## src/rtl/mem_access_ctrl_pkg.sv

```systemverilog
// mem_pkg: shared definitions for the M-stage memory access controller.
//   - byte_op encodings (size in bits [1:0], sign request in bit [2])
//   - controller state encoding
//   - size-decode helpers and the misalignment predicate
package mem_pkg;

  localparam logic [2:0] BOP_W  = 3'b000;
  localparam logic [2:0] BOP_BU = 3'b001;
  localparam logic [2:0] BOP_HU = 3'b010;
  localparam logic [2:0] BOP_B  = 3'b101;
  localparam logic [2:0] BOP_H  = 3'b110;

  typedef enum logic [1:0] {
    ST_IDLE  = 2'd0,
    ST_REQ   = 2'd1,
    ST_DONE  = 2'd2,
    ST_DRAIN = 2'd3
  } state_t;

  // Any code whose low bits are neither 01 nor 10 behaves as a word access.
  function automatic logic is_byte_op(input logic [2:0] op);
    return op[1:0] == 2'b01;
  endfunction

  function automatic logic is_half_op(input logic [2:0] op);
    return op[1:0] == 2'b10;
  endfunction

  function automatic logic is_misaligned(input logic [1:0] addr_lo,
                                         input logic [2:0] op);
    logic bad;
    if (is_byte_op(op))      bad = 1'b0;
    else if (is_half_op(op)) bad = addr_lo[0];
    else                     bad = (addr_lo != 2'b00);
    return bad;
  endfunction

endpackage

```

## src/rtl/mem_access_ctrl_load_ext.sv

```systemverilog
// load_ext: combinational load-lane select and sign/zero extension.
//   addr_lo : byte offset of the access within the word
//   byte_op : access size/sign code (mem_pkg BOP_*)
//   word    : raw 32-bit word from the bus
//   result  : extended load value
module load_ext
  import mem_pkg::*;
(
  input  logic [1:0]  addr_lo,
  input  logic [2:0]  byte_op,
  input  logic [31:0] word,
  output logic [31:0] result
);

  logic [7:0]  byte_sel;
  logic [15:0] half_sel;
  logic        sx;

  always_comb begin
    byte_sel = word[7:0];
    unique case (addr_lo)
      2'd0: byte_sel = word[7:0];
      2'd1: byte_sel = word[15:8];
      2'd2: byte_sel = word[23:16];
      2'd3: byte_sel = word[31:24];
    endcase
  end

  assign half_sel = addr_lo[1] ? word[31:16] : word[15:0];
  assign sx       = byte_op[2];

  always_comb begin
    result = word;
    if (is_byte_op(byte_op))
      result = {{24{sx & byte_sel[7]}}, byte_sel};
    else if (is_half_op(byte_op))
      result = {{16{sx & half_sel[15]}}, half_sel};
  end

endmodule

```

## src/rtl/mem_access_ctrl.sv

```systemverilog
// mem_access_ctrl: sequences M-stage loads/stores onto a req/ack word bus.
//   Pipeline side : mem_re, mem_we, addr, wdata, byte_op, flush in;
//                   stall, rdata, rdata_valid, exc_adel, exc_ades, exc_bus out.
//   Bus side      : bus_req, bus_we, bus_addr, bus_byteen, bus_wdata out;
//                   bus_ack, bus_rdata in.
//   TIMEOUT       : REQ/DRAIN cycles without ack before the access aborts.
module mem_access_ctrl
  import mem_pkg::*;
#(
  parameter int unsigned TIMEOUT = 255
) (
  input  logic        clk,
  input  logic        reset,
  input  logic        mem_re,
  input  logic        mem_we,
  input  logic [31:0] addr,
  input  logic [31:0] wdata,
  input  logic [2:0]  byte_op,
  input  logic        flush,
  output logic        stall,
  output logic [31:0] rdata,
  output logic        rdata_valid,
  output logic        exc_adel,
  output logic        exc_ades,
  output logic        exc_bus,
  output logic        bus_req,
  output logic        bus_we,
  output logic [31:0] bus_addr,
  output logic [3:0]  bus_byteen,
  output logic [31:0] bus_wdata,
  input  logic        bus_ack,
  input  logic [31:0] bus_rdata
);

  localparam logic [15:0] TMO_LAST = 16'(TIMEOUT - 1);

  state_t      state, state_nx;
  logic [15:0] cnt;
  logic        we_q;
  logic        tmo_q;
  logic [1:0]  alo_q;
  logic [2:0]  bop_q;
  logic [3:0]  byteen_q;
  logic [31:0] ext_data;

  logic        access;
  logic        misal;
  logic        start;
  logic        timeout_hit;
  logic        capture;

  function automatic logic [3:0] lane_en(input logic [1:0] a, input logic [2:0] op);
    logic [3:0] be;
    if (is_byte_op(op))      be = 4'b0001 << a;
    else if (is_half_op(op)) be = a[1] ? 4'b1100 : 4'b0011;
    else                     be = 4'b1111;
    return be;
  endfunction

  function automatic logic [31:0] lane_data(input logic [31:0] d, input logic [2:0] op);
    logic [31:0] r;
    if (is_byte_op(op))      r = {4{d[7:0]}};
    else if (is_half_op(op)) r = {2{d[15:0]}};
    else                     r = d;
    return r;
  endfunction

  load_ext u_load_ext (
    .addr_lo (alo_q),
    .byte_op (bop_q),
    .word    (bus_rdata),
    .result  (ext_data)
  );

  assign access      = mem_re | mem_we;
  assign misal       = is_misaligned(addr[1:0], byte_op);
  assign start       = (state == ST_IDLE) & access & ~misal & ~flush;
  assign timeout_hit = (cnt == TMO_LAST) & ~bus_ack;
  // A flushed instruction's load result is never written back.
  assign capture     = (state == ST_REQ) & bus_ack & ~flush & ~we_q;

  // Bus qualifiers come from the latched request so they hold steady until ack.
  assign bus_we      = bus_req & we_q;
  assign bus_byteen  = bus_req ? byteen_q : 4'b0000;

  always_comb begin
    state_nx    = state;
    stall       = 1'b0;
    bus_req     = 1'b0;
    exc_adel    = 1'b0;
    exc_ades    = 1'b0;
    exc_bus     = 1'b0;
    rdata_valid = 1'b0;
    unique case (state)
      ST_IDLE: begin
        if (access & misal) begin
          exc_adel = ~mem_we;
          exc_ades = mem_we;
        end else if (start) begin
          stall    = 1'b1;
          state_nx = ST_REQ;
        end
      end
      ST_REQ: begin
        stall   = 1'b1;
        bus_req = 1'b1;
        // Ack together with flush: transfer is over, just drop the result.
        if (bus_ack)          state_nx = flush ? ST_IDLE : ST_DONE;
        else if (timeout_hit) state_nx = ST_DONE;
        else if (flush)       state_nx = ST_DRAIN;
      end
      ST_DRAIN: begin
        stall   = 1'b1;
        bus_req = 1'b1;
        if (bus_ack)          state_nx = ST_IDLE;
        else if (timeout_hit) state_nx = ST_DONE;
      end
      ST_DONE: begin
        state_nx    = ST_IDLE;
        rdata_valid = ~we_q & ~tmo_q;
        exc_bus     = tmo_q;
      end
      default: state_nx = ST_IDLE;
    endcase
  end

  always_ff @(posedge clk) begin
    if (reset) begin
      state     <= ST_IDLE;
      cnt       <= '0;
      we_q      <= 1'b0;
      tmo_q     <= 1'b0;
      alo_q     <= '0;
      bop_q     <= '0;
      byteen_q  <= '0;
      bus_addr  <= '0;
      bus_wdata <= '0;
      rdata     <= '0;
    end else begin
      state <= state_nx;
      if (start) begin
        cnt       <= '0;
        we_q      <= mem_we;
        tmo_q     <= 1'b0;
        alo_q     <= addr[1:0];
        bop_q     <= byte_op;
        byteen_q  <= mem_we ? lane_en(addr[1:0], byte_op) : 4'b0000;
        bus_addr  <= {addr[31:2], 2'b00};
        bus_wdata <= lane_data(wdata, byte_op);
      end else if (bus_req) begin
        cnt <= cnt + 16'd1;
      end
      if (bus_req & timeout_hit)
        tmo_q <= 1'b1;
      if (capture)
        rdata <= ext_data;
    end
  end

endmodule

```

## config.mk

```make
export PLATFORM = sky130hd
export DESIGN_NAME = mem_access_ctrl
export DESIGN_NICKNAME = d
export VERILOG_FILES = /design/src/rtl/mem_access_ctrl_pkg.sv /design/src/rtl/mem_access_ctrl_load_ext.sv /design/src/rtl/mem_access_ctrl.sv
export SDC_FILE = /design/constraint.sdc
export NUM_CORES = 1
export LEC_CHECK = 0
export CAP_MARGIN = 10
export CORE_UTILIZATION = 45
export CTS_CLUSTER_DIAMETER = 60
export CTS_CLUSTER_SIZE = 10
export DETAILED_ROUTE_END_ITERATION = 10
export GPL_TIMING_DRIVEN = 0
export HOLD_SLACK_MARGIN = 0.05
export PLACE_DENSITY = 0.82
export SETUP_SLACK_MARGIN = 0.3
export SLEW_MARGIN = 20
export SYNTH_ARGS = -nofsm -noshare
export SYNTH_HDL_FRONTEND = slang
export SYNTH_SLANG_ARGS = --single-unit
```

## constraint.sdc

```tcl
create_clock -name clk -period 2.7 [get_ports clk]
set_clock_uncertainty 0.15 [all_clocks]
set_input_delay 0.54 -clock clk [delete_from_list [all_inputs] [get_ports clk]]
set_output_delay 0.54 -clock clk [all_outputs]
set_load 0.01 [all_outputs]
```

==> Yosys cells after proc, flatten, opt, wreduce, memory -nomap -nowiden <==
Cells that the tools add are included.
{ "op_classes": {"multipliers": 0, "div_mod_pow": 0, "n_eq_ne": 15, "magnitude_cmp": 0, "n_reduce_logical": 7, "add_sub_neg": 1, "n_bitwise": 20, "n_shift": 1, "n_mux": 34} }
{ "ops": {"columns": ["op", "n"], "rows": [
  ["32-bit two-way mux", 4],
  ["8-bit one-hot mux with 4 select lines", 1],
  ["4-bit two-way mux", 5],
  ["16-bit by 1-bit adder with 16-bit output (second input constant)", 1],
  ["16-bit by 8-bit equality test with 1-bit output (second input constant)", 1],
  ["16-bit two-way mux", 1],
  ["2-bit two-way mux", 8],
  ["1-bit AND", 13],
  ["1-bit two-way mux", 13],
  ["2-bit equality test (second input constant)", 6],
  ["2-bit by 1-bit equality test with 1-bit output (second input constant)", 4],
  ["2-bit one-hot mux with 4 select lines", 1],
  ["1-bit NOT", 6],
  ["2-bit logical NOT", 2],
  ["2-bit inequality test (second input constant)", 2],
  ["4-bit inequality test (second input constant)", 1],
  ["4-bit AND reduction", 1],
  ["2-bit nonzero test", 2],
  ["2-bit OR reduction", 2],
  ["1-bit by 2-bit left shift with 4-bit output (first input constant)", 1],
  ["3-bit inequality test (second input constant)", 1],
  ["1-bit one-hot mux with 2 select lines", 1],
  ["1-bit bitwise OR", 1]
]} }
{ "word_totals": {"elab_cells": 88, "ram_bits": 0, "ff_bits": 123, "latch_bits": 0, "out_inout_bits": 107, "n_memories": 0, "romBits": 0, "inputBits": 105} }

==> Logic depth before layout (Yosys ltp) <==
{ "depth": {"depth_word": 9, "mapped_depth": 7, "mapped_depth_nobuf": 5} }

==> Cells and area by module <==
A second synthesis with hierarchy kept.
{ "hier_totals": {"cells_unflattened": 759, "hier_area_um2": 6279.8} }
{ "by_module_without_submodules": {"columns": ["module", "area_per_inst_um2", "instances", "cells_per_inst", "seq_area_each_um2"], "rows": [
  ["mem_access_ctrl", 5330.1, 1, 634, 2462.4],
  ["load_ext", 949.7, 1, 125, 0.0]
]} }

==> Worst setup path before layout <==
Ideal clock, no wire load.
{ "synth_path": {"path_type": "input -> output", "from": "input addr[0]", "to": "output stall", "slack_ns": 0.297, "arrival_ns": 1.713, "required_time_ns": 2.010, "stages": 6, "n_path_buf": 2, "path_cell_list": "buf_2 -> or3b_1 -> o211a_1 -> buf_2 -> nor2_4 -> or2_2"} }
{ "synth_via": {"elab_chain_len": 9, "word_cells_on_any_way": 10, "classes_between": "5 x mux; 4 x bitwise; 1 x reduce/logical"} }
{ "synth_lines": {"columns": ["element", "line_no", "rtl"], "rows": [
  ["start: declaration", "mem_access_ctrl.sv:16", "input logic [31:0] addr,"],
  ["2-bit nonzero test", "mem_access_ctrl_pkg.sv:34", "else bad = (addr_lo != 2'b00);"],
  ["1-bit two-way mux (*)", "mem_access_ctrl_pkg.sv:33", "else if (is_half_op(op)) bad = addr_lo[0];"],
  ["1-bit two-way mux (*)", "mem_access_ctrl_pkg.sv:32", "if (is_byte_op(op)) bad = 1'b0;"],
  ["1-bit NOT", "mem_access_ctrl.sv:77", "assign start = (state == ST_IDLE) & access & ~misal & ~flush;"],
  ["1-bit AND (2 in series)", "mem_access_ctrl.sv:77", null],
  ["1-bit two-way mux", "mem_access_ctrl.sv:99", "end else if (start) begin"],
  ["1-bit two-way mux (*)", "mem_access_ctrl.sv:96", "if (access & misal) begin"],
  ["1-bit one-hot mux with 2 select lines (*)", "mem_access_ctrl.sv:94", "unique case (state)"],
  ["end: declaration", "mem_access_ctrl.sv:20", "output logic stall,"]
]} }
Every way passes the cells marked *; elsewhere a longest branch is shown, timed or not.

==> Worst setup path after layout <==
{ "layout_path": {"from": "register state[0]", "to": "output stall"} }
{ "layout_via": {"elab_chain_len": 7, "word_cells_on_any_way": 10, "classes_between": "2 x eq/ne; 3 x mux; 3 x bitwise; 2 x reduce/logical"} }
{ "layout_lines": {"columns": ["element", "line_no", "rtl"], "rows": [
  ["start: declaration", "mem_access_ctrl.sv:37", "state_t state, state_nx;"],
  ["start signal: assignment", "mem_access_ctrl.sv:140", "state <= state_nx;"],
  ["2-bit logical NOT", "mem_access_ctrl.sv:77, mem_access_ctrl.sv:94", null],
  ["1-bit AND (3 in series)", "mem_access_ctrl.sv:77", null],
  ["1-bit two-way mux", "mem_access_ctrl.sv:99", null],
  ["1-bit two-way mux", "mem_access_ctrl.sv:96", null],
  ["1-bit one-hot mux with 2 select lines (*)", "mem_access_ctrl.sv:94", null]
]} }
Marked as above.

==> out/qor.yml <==
status:
  outcome: "finished, final reports clean"
finish:
  nFillCells: 990
  multi_input_area_um2: 3200
  stdcell_count: 1126
  antenna_cells: 0
  fin_area_um2: 8970
  synthToLayoutAreaGrowth_pct: 50.8
  drive_gt1_frac: 0.114
  regArea_um2: 2470
  finalNetCount: 1048
power_and_ir_drop:
  power.leakage_nw: 3.22
  power.total_mw: 5.23
  p_per_area_nw_per_um2: 583
  vdd_ir_drop_max_v: 0.000463
floorplanning:
  dieArea_um2: 13700
  pin_count: 212
  num_rows: 41
  start_util: 0.466
  die_w_um: 117
  die_h_um: 117
  core_um2: 12800
clock_network:
  clock_path_buffers: 2
  clk_latency_ns: 0.42
  clock_sinks: 123
  h-tree-depth: 4
  cts_tree: "yes"
  cts-root-buf: "clkbuf_16"
  clk_pin_slew_ns: 0.06
  cts_buffers: 17
worst_setup_path:
  crit_required_ns: 2.01
  crit_type: "register to output pin"
  crit_chain: "or4_4, buf_6, nor2_4, or2_4, buf_6"
  arrival_ns: 1.80
  critPathLaunch: "state[0]"
  start_kind: "register"
  r2r-start: "state[0]"
  slowest_delay_ns: 0.53
  crit_path_top_delay_cell: "or4_4"
  cp_max_fo: 4
  path_common_cell: "buf_6"
  cp-end-kind: "output pin"
logic_synthesis:
  synth_edf_count: 0
  synth_top_family_by_area: "compound AO/OA/AOI/OAI gates"
  synth-adder-area-share: 0.00421
  ys_ff_latch: 123
  synth_ff_type: "dfxtp_1"
  syn_avg_cell_area_um2: 8.41
  ys_seq_area_frac: 0.414
  yosys.cell_types.count: 50
  synth_cells: 707
  yosysWarnings: 0
  synthSimpleGateAreaFrac: 0.164
  synth_compound_area_frac: 0.277
  synth-xor-area-share: 0.0236
  syn_area_um2: 5950
  async_reset_ff_frac: 0
  synth_mux_area_frac: 0.0593
placement:
  detailed_place.area_um2: 8240
  dp_cells: 1087
  routabilityCongestion: 0.912
  hpwl_mm: 14.2
  portBuffers: 207
global_route:
  grt_pass1_vias: 6098
  antenna_found_initial: 0
  track_usage: 0.298
  grt_pass1_wl_mm: 31.1
  grt_overflow: 0
  grt_start_max_net_pins: 17
sta:
  post-route-min-period_ns: 2.49
  relSlewSlack: 0.488
  drv_slew: 0
  tns_ns: 0
  timing.final.crit_share: 0.922
  hold_violations: 0
  worst_slew_pin_slew_ns: 0.768
  setup_viol: 0
  rsz0062_at_grt: "true"
  fmax_mhz: 402
drt:
  viasPerCell: 5.73
  antenna_left: 0
  drt-wirelength-per-cell_um: 17.9
  first_pass_iters: 6
  vias: 6448
  drc: 0
  drt-total-wl_mm: 20.1
  dr.first_iter.drc_count: 591
run:
  cap_violations: 0
min_path:
  hold_start: "mem_we"
  hold_path.class: "primary input to register"
[stage by stage]
step / setup WS (ns) / utilization / hold slack [ns]
final: 0.211 / 0.702 / 0.290
after global routing: 0.187 / 0.702 / 0.302
after CTS: 0.0408 / 0.701 / 0.321
after detailed placement: -0.857 / 0.645 / 0.317
after global placement: -0.823 / 0.645 / 0.308
after floorplan: 0.321 / - / 0.295
[Yosys cell counts (2+ instances only)]
cell type | count | area (um2)
mux2_2 | 8 | 90.1
a221oi_1 | 8 | 70.1
nor2b_1 | 4 | 25.0
dfxtp_1 | 123 | 2460
nor4b_1 | 2 | 17.5
a22oi_1 | 9 | 67.6
nand2b_1 | 2 | 12.5
o21ai_0 | 59 | 295
nand4_1 | 5 | 31.3
and2_1 | 6 | 37.5
nor3_1 | 3 | 15.0
ha_1 | 2 | 25.0
o2111ai_1 | 9 | 78.8
xnor2_1 | 7 | 61.3
or4_1 | 5 | 37.5
inv_1 | 5 | 18.8
buf_4 | 4 | 30.0
or3_1 | 7 | 43.8
clkbuf_1 | 47 | 176
nor2_1 | 51 | 191
a211oi_1 | 31 | 233
o221ai_1 | 2 | 17.5
o2bb2ai_1 | 8 | 70.1
nand3_1 | 46 | 230
buf_2 | 21 | 105
or2_2 | 2 | 12.5
a211oi_2 | 10 | 125
a22o_1 | 9 | 78.8
a21o_1 | 16 | 120
mux2i_1 | 24 | 240
a21oi_1 | 75 | 375
a311oi_1 | 8 | 70.1
nor4_1 | 4 | 25.0
nand2_1 | 60 | 225
xor2_1 | 9 | 78.8
or3b_1 | 2 | 17.5
[flip-flops by register name (all words and copies together) (netlist names)]
| signal | count |
|---|---|
| alo_q | 2 |
| bop_q | 3 |
| bus_addr | 30 |
| bus_wdata | 32 |
| byteen_q | 4 |
| cnt | 16 |
| rdata | 32 |
| state | 2 |
| tmo_q | 1 |
| we_q | 1 |
[where the power goes]
part	total, mW	switching (mW)	leakage (nW)	internal (mW)
Combinational	0.904	0.463	1.94	0.441
Sequential	1.94	0.0461	1.00	1.89
Clock	2.38	0.879	0.288	1.50
[placed cells by master (no fill, tap or decap), types with 6 or more instances in the layout]
cell type	instances
a22o_1	9
nand3_1	46
o21ai_0	59
mux2i_1	24
nand2_1	59
a21oi_1	75
o2bb2ai_1	8
xnor2_1	7
a211oi_2	10
xor2_1	9
a21o_1	16
clkbuf_16	17
a211oi_1	31
o2111ai_1	9
clkbuf_1	45
and2_1	6
mux2_2	8
a221oi_1	8
clkdlybuf4s50_1	191
buf_4	11
buf_2	23
a311oi_1	8
a22oi_1	9
dfxtp_1	121
or3_1	7
nor2_1	50
[repair_timing]
action / CTS / global route
endpoints found under the hold margin: 0 / 0
resized for setup: 55 / 16
hold buffers: 0 / 0
buffers inserted: 5 / 2
endpoints found under the setup margin: 54 / 41
pin swaps: 5 / 4
[layer usage]
| metal | share of wire | track usage | vias up |
|---|---|---|---|
| met2 | 0.47 | 0.489 | 318 |
| li1 | - | - | 3053 |
| met1 | 0.41 | 0.368 | 3030 |
| met5 | 0 | 0 | - |
| met3 | 0.087 | 0.0850 | 47 |
| met4 | 0.026 | 0.119 | 0 |
[area by class of cell]
type / instances / share of cell area
buffer: 73 / 0.0403
clock buffer: 19 / 0.0505
clock inverter: 13 / 0.0187
inverter: 5 / 0.00209
multi-input combinational: 507 / 0.357
sequential: 123 / 0.275
tap: 172 / 0.0240
timing repair buffer: 214 / 0.232
[logic make-up after synthesis]
logic type,Yosys count
adders and majority gates,2
muxes,33
DFF,123
and+or+nand+nor,205
AOI/OAI and AO/OA,249
buffers and inverters,78
xor gates and xnor gates,16
other,1
[worst max-delay path: cells and delay by family (launching register included)]
kind / cells / cell delay (ns)
AND/OR/NAND/NOR: 3 / 0.78
flip-flops: 1 / 0.35
buffers and inverters: 2 / 0.24
[final timing paths]
check / slack [ns] / end / cells past startpoint
max reg2reg: 0.38 / bop_q[0] / 6
min: 0.29 / we_q / 3
max: 0.21 / stall / 5
min reg2reg: 0.32 / bus_addr[26] / 2
Power figures use the tool's default switching activity.
==> patch 1, RTL diff (same flow settings) <==
The 4 states of `state_t` get a Gray code encoding in 2 bits.
--- a/src/rtl/mem_access_ctrl_pkg.sv
+++ b/src/rtl/mem_access_ctrl_pkg.sv
@@ -11,10 +11,10 @@
   localparam logic [2:0] BOP_H  = 3'b110;
 
   typedef enum logic [1:0] {
-    ST_IDLE  = 2'd0,
-    ST_REQ   = 2'd1,
-    ST_DONE  = 2'd2,
-    ST_DRAIN = 2'd3
+    ST_IDLE  = 2'b00,
+    ST_REQ   = 2'b01,
+    ST_DONE  = 2'b11,
+    ST_DRAIN = 2'b10
   } state_t;
 
   // Any code whose low bits are neither 01 nor 10 behaves as a word access.
Formal check against the unedited RTL: no difference found for any inputs over 4 cycles, from zero or initial values and one cycle with reset high; so few cycles prove little.
==> patch 1 against the original RTL <==
- total power increased by 18%
- sequential cell count unchanged
- clock power is 6% higher
- wire length down 4.6%
- synthesized area is 1.2% higher
- critical path type is now in -> out
- sequential power rose by 8%
- design area grew 1.4%
- cell count decreased by 0.27%
- largest cell class unchanged
- worst setup slack improved by 0.050 ns
==> patch 1: results (changes against the original RTL) <==
outcome: "finished, final reports clean"  # unchanged
grt_use_met3_pct: 9.45  # was 8.50%
syn-instance-count: 705  # was 707
place_ws_ns: -0.734  # was -0.857 ns
wl_met1_um: 7710  # was 8290 um
grt_pass1_wl_um: 29900  # was 31100 um
gp_congestion: 0.864  # was 0.912
yosys-top-cells-count: "nand2_1 (146), dfxtp_1 (123), a21oi_1 (69)"  # was dfxtp_1 (123), a21oi_1 (75), nand2_1 (60)
multi_input_area_um2: 3270  # was 3200 um^2
grt_pass1_vias: 5874  # was 6098
top_regs: "bus_wdata: 32 flops, rdata: 32 flops, bus_addr: 30 flops"  # unchanged
slew_headroom_pct: 64.6  # was 48.8%
wl_per_cell_um: 17.1  # was 17.9 um
synthArstFlopShare_pct: 0  # unchanged
first_pass_iters: 5  # was 6
use_met2_pct: 44.2  # was 48.9%
layout.nets: 1049  # was 1048
drtIter0Drc: 361  # was 591
synth_seq_area_share_pct: 40.9  # was 41.4%
crit_fanout: 6  # was 4
nFillCells: 1029  # was 990
antenna_found_initial: 2  # was 0
layout-drive-gt1-share_pct: 14.6  # was 11.4%
yosys.cell_types.count: 53  # was 50
wl_met2_um: 9190  # was 9560 um
arrival_ns: 1.75  # was 1.80 ns
grt_usage_pct: 27.5  # was 29.8%
dp_hpwl_um: 13800  # was 14200 um
wl_um: 19200  # was 20100 um
synth.area.top_cells: "dfxtp_1 (41%), nand2_1 (9.1%), a21oi_1 (5.7%)"  # was dfxtp_1 (41%), a21oi_1 (6.3%), o21ai_0 (5.0%)
viasPerCell: 5.38  # was 5.73
power.leakage_uw: 0.00339  # was 0.00322 uW
io_buffers: 209  # was 207
[patch 1: worst paths after layout]
path | slack [ns] | startpoint | cells past startpoint | to
worst min register to register | 0.30 | bus_addr[23] | 2 | bus_addr[23]
worst max register to register | 0.46 | state[1] | 8 | rdata[12]
worst min-delay path | 0.28 | addr[0] | 3 | alo_q[0]
worst max-delay path | 0.26 | mem_we | 8 | stall
[patch 1: cell families (layout without fill, tap and decap cells)]
kind of cell | Yosys count | in the layout | synth area share (%)
muxes | 41 | 41 | 8.96
buffers and inverters | 67 | 310 | 5.66
xor gates and xnor gates | 13 | 13 | 1.89
AOI/OAI and AO/OA | 169 | 169 | 19.5
adders and majority gates | 7 | 7 | 1.46
and+or+nand+nor | 284 | 284 | 21.5
DFF | 123 | 123 | 40.9
other | 1 | 4 | 0.0623
[patch 1: layout make-up]
class                      instances  share of cell area (%)
clock inverter                     7                    1.76
buffer                            63                    4.07
multi-input combinational        516                    35.9
clock buffer                      24                    5.41
antenna                            2                  0.0551
tap                              172                    2.37
sequential                       123                    27.1
timing repair buffer             212                    23.1
inverter                           4                   0.165
[patch 1: where the power goes]
group / internal, uW / total [uW] / switching (uW)
sequential: 1990 / 2100 / 108
combinational: 772 / 1520 / 748
clock: 1730 / 2530 / 802
[patch 1: what timing repair did]
item / in CTS / in global routing
buffers inserted: 3 / 0
hold buffers: 0 / 0
resized for setup: 61 / 23
gates cloned: 0 / 0
setup endpoints to repair: 10 / 46
pin swaps: 2 / 2
[patch 1: critical path, stage by stage]
cell and delay [ns]:
dlygate4sd2_1 0.32, o21ba_4 0.26, o311a_1 0.14, buf_6 0.13, buf_8 0.11, nor2_2 0.07
nor2_1 0.04, buf_2 0.14
==> patch 2, RTL diff (config.mk and constraints unchanged) <==
Made on the original files. `TIMEOUT`: 255 -> 191.
--- a/src/rtl/mem_access_ctrl.sv
+++ b/src/rtl/mem_access_ctrl.sv
@@ -7,7 +7,7 @@
 module mem_access_ctrl
   import mem_pkg::*;
 #(
-  parameter int unsigned TIMEOUT = 255
+  parameter int unsigned TIMEOUT = 191
 ) (
   input  logic        clk,
   input  logic        reset,
Behaviour: no difference found for any inputs over 4 cycles, from zero or initial values and one cycle with reset high; that may be too few to reach the edited logic, so the function may still have changed.
==> patch 2 against the original RTL <==
- non-clock buffer count down 11
- combinational power down 11%
- first-iteration DRC count down 1.7%
- synthesized cell count down 1.1%
- sequential cell count unchanged
- design area down 1.2%
- synthesized area down 3.4%
- wire length down 4.8%
- worst setup slack better by 0.12 ns
- cell count down 0.98%
- sequential share of layout area up 0.29 points
- total power up 2.6%
==> patch 2: results (changes against the original RTL) <==
nFillCells: 971  # was 990
placed_cells: 1075  # was 1087
outcome: "finished, final reports clean"  # unchanged
wl_um: 19200  # was 20100 um
grt_usage_pct: 29.3  # was 29.8%
wl_per_cell_um: 17.2  # was 17.9 um
hold_path.class: "reg -> reg"  # was in -> reg
worst_path_dominant_cell_family: "buffers and inverters"  # was simple AND/OR/NAND/NOR gates
layout.nonclk_buf_share_pct: 27.8  # was 27.3%
layout-drive-gt1-share_pct: 11.4  # about the same
met3_length_um: 1830  # was 1760 um
wl_met1_um: 7540  # was 8290 um
dp_hpwl_um: 13600  # was 14200 um
clk_share_pct: 7.62  # was 6.92%
fin_util_pct: 72.5  # was 70.2%
viasPerCell: 5.48  # was 5.73
num-nonclk-buffers: 276  # was 287
arrival_ns: 1.68  # was 1.80 ns
synth.area.top_cells: "dfxtp_1 (43%), nand2_1 (10%), a21oi_1 (7.5%)"  # was dfxtp_1 (41%), a21oi_1 (6.3%), o21ai_0 (5.0%)
hold_ws_ns: 0.301  # was 0.290 ns
yosys-top-cells-count: "nand2_1 (160), dfxtp_1 (123), a21oi_1 (86)"  # was dfxtp_1 (123), a21oi_1 (75), nand2_1 (60)
synth_seq_area_share_pct: 42.9  # was 41.4%
slowest_stage: "or2_4"  # was or4_4
rrSetupSlack_ns: 0.45  # was 0.38 ns
register_area_um2: 2460  # was 2470 um^2
layout.nets: 1041  # was 1048
power.leakage_uw: 0.00336  # was 0.00322 uW
## patch 2: changes by cell type after synthesis, sizes merged, moves of 7 or more
cell	before	now
buf	26	33
mux2	8	0
o2111ai	9	1
o2bb2ai	8	0
nand3	46	4
a21oi	75	96
nand2	60	161
a211oi	41	19
clkbuf	47	28
a21o	16	0
o221a	0	17
nor2b	4	14
o21ai	60	19
## patch 2: what timing repair did
action	4_1_cts	5_1_grt
pin swaps	4	1
resized for setup	48	6
endpoints found under the setup margin	30	2
buffers inserted	5	3
## patch 2: logic make-up (layout without fill, tap and decap cells)
logic type               Yosys count  after routing  share of synthesized area [%]
AND/OR/NAND/NOR                  271            271                           21.0
AO/OA/AOI/OAI                    195            195                           22.9
flip-flops                       123            123                           42.9
buffers and inverters             66            313                           5.75
multiplexers                      25             25                           4.57
XOR/XNOR                          16             16                           2.44
adder cells (fa/ha/maj)            2              2                          0.435
other                              1              2                         0.0653
## patch 2: worst paths after layout
path / from / cells past startpoint / endpoint
worst max-delay path: flush / 7 / stall
worst max register to register: state[1] / 10 / bus_wdata[30]
worst min-delay path: bus_addr[6] / 2 / bus_addr[6]
worst min register to register: bus_addr[6] / 2 / bus_addr[6]
## patch 2: power groups by stage
stage          clock [uW]  combinational (uW)  sequential, uW
2_1_floorplan           0                 324            1990
3_3_place_gp            0                 756            1960
3_5_place_dp            0                 762            1970
4_1_cts              2650                 790            1930
5_1_grt              2730                 862            1940
6_report             2630                 805            1930
## patch 2: worst register-to-register path, delay by kind of cell (launching register included)
kind / cells / cell delay (ns)
compound gates: 2 / 0.25
buf+inv: 5 / 0.88
flops: 1 / 0.36
simple gates: 3 / 0.55
## patch 2: metal layers
layer	up-vias	track usage (%)
met1	2860	32.6
li1	2922	-
met4	0	13.7
met5	-	0
met2	280	49.1
met3	43	11.5
